## config.mk

```make
export PLATFORM = sky130hd
export DESIGN_NAME = lsu_subword
export DESIGN_NICKNAME = d
export VERILOG_FILES = /design/src/rtl/lsu_subword.sv
export SDC_FILE = /design/constraint.sdc
export NUM_CORES = 1
export LEC_CHECK = 0
export ABC_AREA = 1
export ABC_CLOCK_PERIOD_IN_PS = 1720
export CAP_MARGIN = 20
export CORE_UTILIZATION = 44
export DETAILED_ROUTE_END_ITERATION = 16
export PLACE_DENSITY = 0.77
export SETUP_SLACK_MARGIN = 0.5
export SYNTH_ARGS = -nofsm -noshare
export SYNTH_HDL_FRONTEND = slang
export SYNTH_SLANG_ARGS = --single-unit
```

## constraint.sdc

```tcl
create_clock -name clk -period 1.72 [get_ports clk]
set_input_delay 0.344 -clock clk [delete_from_list [all_inputs] [get_ports clk]]
set_output_delay 0.344 -clock clk [all_outputs]
set_load 0.01 [all_outputs]
```

## src/rtl/lsu_subword.sv

```systemverilog
// Load/store sub-word adapter in front of a word-addressed data memory.
// It takes byte, half and word loads and stores and talks to the memory's
// word-only port. Loads are sign- or zero-extended. Byte and half stores do
// a read-modify-write. Misaligned and out-of-range requests get an error
// response and never reach the memory.
module lsu_subword #(
    parameter int MEM_WORDS = 256
) (
    input  logic        clk,
    input  logic        reset,
    input  logic        req_valid,
    output logic        req_ready,
    input  logic        req_we,
    input  logic [1:0]  req_size,
    input  logic        req_unsigned,
    input  logic [31:0] req_addr,
    input  logic [31:0] req_wdata,
    output logic        resp_valid,
    output logic [31:0] resp_rdata,
    output logic        resp_misaligned,
    output logic        resp_oob,
    output logic        mem_we,
    output logic [31:0] mem_a,
    output logic [31:0] mem_wd,
    input  logic [31:0] mem_rd
);

    typedef enum logic [2:0] {
        S_IDLE,
        S_LOAD,
        S_MERGE,
        S_WRITE,
        S_RESP
    } state_t;

    localparam logic [1:0] SZ_BYTE = 2'b00;
    localparam logic [1:0] SZ_HALF = 2'b01;
    localparam logic [1:0] SZ_WORD = 2'b10;

    state_t      r_state;
    state_t      w_next;

    // Request fields are latched at acceptance, so the requester may change its inputs afterwards.
    logic [1:0]  r_size;
    logic        r_unsigned;
    logic [31:0] r_addr;
    logic [31:0] r_wdata;
    logic [31:0] r_merged;

    // The response registers hold their values until the next response.
    logic [31:0] r_rdata;
    logic        r_misaligned;
    logic        r_oob;

    logic        w_misaligned;
    logic        w_oob;
    logic        w_error;
    logic [7:0]  w_byte;
    logic [15:0] w_half;
    logic [31:0] w_load_data;
    logic [31:0] w_merged;

    // Classify the incoming request. The size=11 encoding is reported as misaligned.
    // Misalignment and range are checked separately, so a request can set both flags.
    assign w_misaligned = (req_size == 2'b11)
                       || ((req_size == SZ_HALF) && req_addr[0])
                       || ((req_size == SZ_WORD) && (req_addr[1:0] != 2'b00));
    assign w_oob        = (req_addr[31:2] >= 30'(MEM_WORDS));
    assign w_error      = w_misaligned || w_oob;

    // Extract the addressed lane from the memory word and extend it to 32 bits.
    always_comb begin
        // NOTE: every combinational output gets a default first, so no path leaves it
        // unassigned and no latch is inferred.
        w_byte      = mem_rd[{r_addr[1:0], 3'b000} +: 8];
        w_half      = mem_rd[{r_addr[1], 4'b0000} +: 16];
        w_load_data = mem_rd;
        case (r_size)
            SZ_BYTE: w_load_data = {{24{~r_unsigned & w_byte[7]}}, w_byte};
            SZ_HALF: w_load_data = {{16{~r_unsigned & w_half[15]}}, w_half};
            default: w_load_data = mem_rd;
        endcase
    end

    // Replace only the addressed byte or half of the current memory word.
    always_comb begin
        w_merged = mem_rd;
        case (r_size)
            SZ_BYTE: w_merged[{r_addr[1:0], 3'b000} +: 8] = r_wdata[7:0];
            SZ_HALF: w_merged[{r_addr[1], 4'b0000} +: 16] = r_wdata[15:0];
            default: w_merged = mem_rd;
        endcase
    end

    // State register.
    always_ff @(posedge clk) begin
        // NOTE: sequential state uses non-blocking assignments, so every flop samples
        // values from before the clock edge, whatever order the blocks run in.
        if (reset) begin
            r_state <= S_IDLE;
        end else begin
            r_state <= w_next;
        end
    end

    // Next-state logic and the memory/handshake outputs decoded from the state.
    always_comb begin
        w_next     = r_state;
        req_ready  = 1'b0;
        resp_valid = 1'b0;
        mem_we     = 1'b0;
        mem_a      = {r_addr[31:2], 2'b00};
        mem_wd     = 32'h0;
        case (r_state)
            S_IDLE: begin
                req_ready = 1'b1;
                mem_a     = 32'h0;
                if (req_valid) begin
                    if (w_error) begin
                        w_next = S_RESP;
                    end else if (!req_we) begin
                        w_next = S_LOAD;
                    end else if (req_size == SZ_WORD) begin
                        w_next = S_WRITE;
                    end else begin
                        w_next = S_MERGE;
                    end
                end
            end
            S_LOAD:  w_next = S_RESP;
            S_MERGE: w_next = S_WRITE;
            S_WRITE: begin
                // A synchronous reset in this cycle must not commit the write.
                mem_we = ~reset;
                mem_wd = (r_size == SZ_WORD) ? r_wdata : r_merged;
                w_next = S_RESP;
            end
            S_RESP: begin
                resp_valid = ~reset;
                w_next     = S_IDLE;
            end
            default: w_next = S_IDLE;
        endcase
    end

    // Request latches, the merge buffer and the response registers.
    always_ff @(posedge clk) begin
        if (reset) begin
            r_size       <= 2'b00;
            r_unsigned   <= 1'b0;
            r_addr       <= 32'h0;
            r_wdata      <= 32'h0;
            r_merged     <= 32'h0;
            r_rdata      <= 32'h0;
            r_misaligned <= 1'b0;
            r_oob        <= 1'b0;
        end else begin
            case (r_state)
                S_IDLE: begin
                    if (req_valid) begin
                        r_size     <= req_size;
                        r_unsigned <= req_unsigned;
                        r_addr     <= req_addr;
                        r_wdata    <= req_wdata;
                        if (w_error) begin
                            r_rdata      <= 32'h0;
                            r_misaligned <= w_misaligned;
                            r_oob        <= w_oob;
                        end
                    end
                end
                S_LOAD: begin
                    r_rdata      <= w_load_data;
                    r_misaligned <= 1'b0;
                    r_oob        <= 1'b0;
                end
                S_MERGE: r_merged <= w_merged;
                S_WRITE: begin
                    r_rdata      <= 32'h0;
                    r_misaligned <= 1'b0;
                    r_oob        <= 1'b0;
                end
                default: ;
            endcase
        end
    end

    assign resp_rdata      = r_rdata;
    assign resp_misaligned = r_misaligned;
    assign resp_oob        = r_oob;

endmodule

```

==> results of run 1 <==
-- cell usage after synthesis, drive strengths merged, types with 2 or more instances --
library cell    n  area [um2]
or2             2        12.5
a31oi           6        37.5
buf            30         160
dfxtp         136        2720
clkbuf         54         204
nor2          161         607
o31ai           3        22.5
nand3          75         390
inv           121         454
o22ai          22         138
nand2         134         510
a211oi         34         255
a221oi         10        87.6
nand4           2        12.5
o211ai          4        30.0
nor3            2        32.5
o21ai         128         641
o221ai         18         158
a21oi         143         716
ha              5        62.6
-- through the flow --
stage	util, %	hold WS [ps]	setup TNS [ps]	setup WS [ps]
2_1_floorplan	-	409	0	220
3_5_place_dp	70.6	453	-27250	-400
3_3_place_gp	70.6	451	-23940	-307
4_1_cts	86.2	471	-29370	-324
-- per-layer routing --
layer  GRT overflow  GRT usage, %
met3             10          70.0
met2            270           106
met5              3          32.4
met1              6          83.6
met4            182           102
-- what timing repair did --
item,4_1_cts
endpoints found under the setup margin,235
resized for setup,572
hold buffers,0
pin swaps,44
gates cloned,30
setup buffers,59
-- logic make-up after synthesis --
group | count (synthesis)
flip-flops | 136
adder cells (fa/ha/maj) | 5
AO/OA/AOI/OAI | 370
AND/OR/NAND/NOR | 377
buffers and inverters | 205
other | 1
==> impl_metrics.env, run 1 <==
export IMPL_outcome="stopped before the end"
export IMPL_lastStage="5_1_grt"
export IMPL_firstError="[ERROR GRT-0232] Routing congestion too high. Check the congestion heatmap in the GUI."
export IMPL_avgSynthCellArea_um2=6.66
export IMPL_synth_simple_area_share_pct=21.6
export IMPL_synthCells=1094
export IMPL_synth_compound_area_share_pct=28.9
export IMPL_synth_mux_area_share_pct=0
export IMPL_grt_ovfl_total=471
export IMPL_numClockSinks=136
export IMPL_pin_count=204
export IMPL_die_height_um=131
export IMPL_rows=46
export IMPL_async_flop_share_pct=0
export IMPL_worst_ep_kind="output port"
export IMPL_gp_congestion=0.997
export IMPL_fp_dieW_um=131
export IMPL_start_util_pct=45.5
export IMPL_ys_types=33
export IMPL_dp_cells=1577
export IMPL_cts_root_buf="clkbuf_16"
export IMPL_cts_buffer_depth=2
export IMPL_seq_area_frac_synth_pct=37.4
export IMPL_postGrtWorstEndpoint="mem_a[7]"
export IMPL_track_usage_pct=87.7
export IMPL_port_buffers=201
export IMPL_cts_made_buffers=17
export IMPL_grt_max_degree=36
export IMPL_yosysWarnings=0
export IMPL_synth_top_flop_cell="dfxtp_1"
export IMPL_synth_fa_ha_area_share_pct=0.859
export IMPL_dp_hpwl_um=21400
export IMPL_synth_seq_cells=136
export IMPL_synth_area_um2=7280
export IMPL_dpl_cell_area_um2=11300
export IMPL_synth_edff_count=0
export IMPL_synth_top_family_by_area="compound AO/OA/AOI/OAI gates"
export IMPL_htree_num_levels=4
export IMPL_synth_xor_area_share_pct=0
==> run 2: changes to the inputs <==
- ABC_CLOCK_PERIOD_IN_PS: 1720 -> 2200
- CORE_UTILIZATION: 44 -> 40
- PLACE_DENSITY: 0.77 -> not set
- PLACE_DENSITY_LB_ADDON: not set -> 0.15
- SETUP_SLACK_MARGIN: 0.5 -> not set
- clock period: 1.72 -> 2.2 ns (I/O delays scaled with it)
==> run 2 against run 1 <==
  * The run now ends clean
  * Synthesized cell count did not move
  * Synthesized area unchanged
==> impl_metrics.env, run 2 <==
export IMPL_area_delta_synth_final_pct=42.8
export IMPL_ir_worst_vdd_uv=580
export IMPL_maxCapViolations=0
export IMPL_min_path_cells=2
export IMPL_yosysTopAreaCellShare_pct=37.4
export IMPL_nNetsFinal=1392
export IMPL_dp_hpwl_um=18300
export IMPL_arrival_ps=1680
export IMPL_multi_input_area_um2=3870
export IMPL_port_buffers=201
export IMPL_rsz0062_at_grt="yes"
export IMPL_final_area_um2=10400
export IMPL_setup_violations=0
export IMPL_synth_top_cells_by_area="dfxtp_1 (37%), a21oi_1 (9.8%), o21ai_0 (8.8%), nor2_1 (8.2%), nand2_1 (6.8%)"
export IMPL_gp_congestion=0.916
export IMPL_yosysWarnings=0
export IMPL_grt_max_degree=61
export IMPL_layout_common_cells="nor2_1 (159), a21oi_1 (143), clkdlybuf4s50_1 (136)"
export IMPL_synthCells=1094
export IMPL_ant_nets=0
export IMPL_core_um2=17500
export IMPL_fin_crit_ps=2120
export IMPL_hold_viol_final=0
export IMPL_pin_count=204
export IMPL_synth_edff_count=0
export IMPL_start_kind="register"
export IMPL_critPathMaxFanout=27
export IMPL_cts_root_buf="clkbuf_16"
export IMPL_antenna_found_initial=0
export IMPL_avgSynthCellArea_um2=6.66
export IMPL_grt_pass1_vias=7312
export IMPL_fmax_mhz=471
export IMPL_ys_types=33
export IMPL_cts_tree="yes"
export IMPL_track_usage_pct=27.9
export IMPL_drive_gt1_share_pct=12.1
export IMPL_fp_dieW_um=137
export IMPL_regArea_um2=2720
export IMPL_first_pass_iters=5
export IMPL_start_util_pct=41.5
export IMPL_vias=8153
export IMPL_required_ps=1760
export IMPL_wl_per_cell_um=16.9
export IMPL_dp_cells=1483
export IMPL_numClockSinks=136
export IMPL_skew_ps=6.54
export IMPL_layout_commonest_cell="nor2_1"
export IMPL_instances_no_fill=1522
export IMPL_dpl_cell_area_um2=9720
export IMPL_rows=48
export IMPL_cts_made_buffers=17
export IMPL_clkLatencyLatePin_ps=430
export IMPL_synth_top_flop_cell="dfxtp_1"
export IMPL_seq_area_frac_synth_pct=37.4
export IMPL_critPathKind="register to output port"
export IMPL_grt_pass1_wl_um=39700
export IMPL_worst_pin_slew_ps=516
export IMPL_yosysMostFrequentCell="nor2_1"
export IMPL_die_area_um2=18800
export IMPL_cts_buffer_depth=2
export IMPL_antenna_cells=0
export IMPL_async_flop_share_pct=0
export IMPL_clk_pin_slew_ps=60
export IMPL_period_share_pct=96.5
export IMPL_grt_ovfl_total=0
export IMPL_worst_hold_path_type="register to register"
export IMPL_yosys_top_cells_count="nor2_1 (160), a21oi_1 (143), dfxtp_1 (136)"
export IMPL_cellLeakagePower_uw=0.00426
export IMPL_p_per_area_nw_per_um2=694
export IMPL_synth_area_um2=7280
export IMPL_htree_num_levels=4
export IMPL_r2r_cells=9
export IMPL_r2r_slack_ps=250
export IMPL_die_height_um=137
export IMPL_final_fill_count=1729
export IMPL_cp_end_kind="output port"
export IMPL_outcome="complete, no violations"
export IMPL_drt_total_wl_um=25700
export IMPL_drv_slew=0
export IMPL_viasPerCell=5.36
export IMPL_synth_seq_cells=136
export IMPL_drc=0
export IMPL_max_slew_margin_pct=65.5
export IMPL_drt_iter0_drc=656
export IMPL_yosysTopAreaCell="dfxtp_1"
run 2: cell counts after synthesis:
No cell type changed its count.
run 2: cell families (layout without fill, tap and decap cells):
logic type | after synthesis | count (layout) | share of synthesized area [%]
DFF | 136 | 136 | 37.4
AOI/OAI and AO/OA | 370 | 370 | 28.9
other | 1 | 2 | 0.0515
and+or+nand+nor | 377 | 377 | 21.6
buffers and inverters | 205 | 407 | 11.2
adders and majority gates | 5 | 5 | 0.859
run 2: critical path, cell delays in order (launching register included):
cell	delay, ps
dfxtp_2	320
inv_2	70
nor2_4	40
buf_6	140
buf_6	200
a211oi_2	300
clkbuf_2	180
run 2: worst paths after layout:
path                                         startpoint                    endpoint
worst max-delay path             r_size[1]$_SDFFE_PP0P_                  mem_wd[27]
worst min-delay path             r_addr[2]$_SDFFE_PP0P_      r_addr[2]$_SDFFE_PP0P_
worst max register to register  r_state[2]$_SDFFE_PP0P_  resp_rdata[8]$_SDFFE_PP0P_
worst min register to register   r_addr[2]$_SDFFE_PP0P_      r_addr[2]$_SDFFE_PP0P_
run 2: final cells by class:
class,count,share of cell area [%]
flip-flops and latches,136,26.2
inverters,121,4.38
multi-input cells,754,37.2
clock buffers,19,4.36
clock inverters,13,1.53
well taps,225,2.71
repair buffers,254,23.6
run 2: metal layers:
metal	share of wire (%)	vias to the layer above	track usage [%]
met5	0	-	0
met4	2.3	0	10.1
met3	7.6	45	7.26
met2	44	313	41.6
met1	46	3716	38.6
li1	-	4079	-
run 2: through the flow:
step	setup WS (ps)	TNS, ps	hold slack [ps]	util [%]	total power, uW
finish	77.9	0	451	59.3	7220
floorplan	333	0	430	-	3560
detailed placement	-96.5	-96.5	444	55.4	4220
global placement	-196	-196	437	55.4	4200
CTS	-157	-1050	453	58.9	7240
global route	-3.34	-8.64	466	59.3	7550
run 2: where the power goes:
| group | internal [uW] | total (uW) | switching (uW) |
|---|---|---|---|
| Combinational | 650 | 1550 | 897 |
| Clock | 1760 | 2990 | 1220 |
| Sequential | 2620 | 2690 | 67.6 |
run 2: what timing repair did:
action,CTS,global route
setup endpoints to repair,65,62
pin swaps,1,8
resized for setup,150,76
hold buffers,0,0
gates cloned,3,1
setup buffers,3,1
Note: power is estimated with default switching activity, not from simulation.
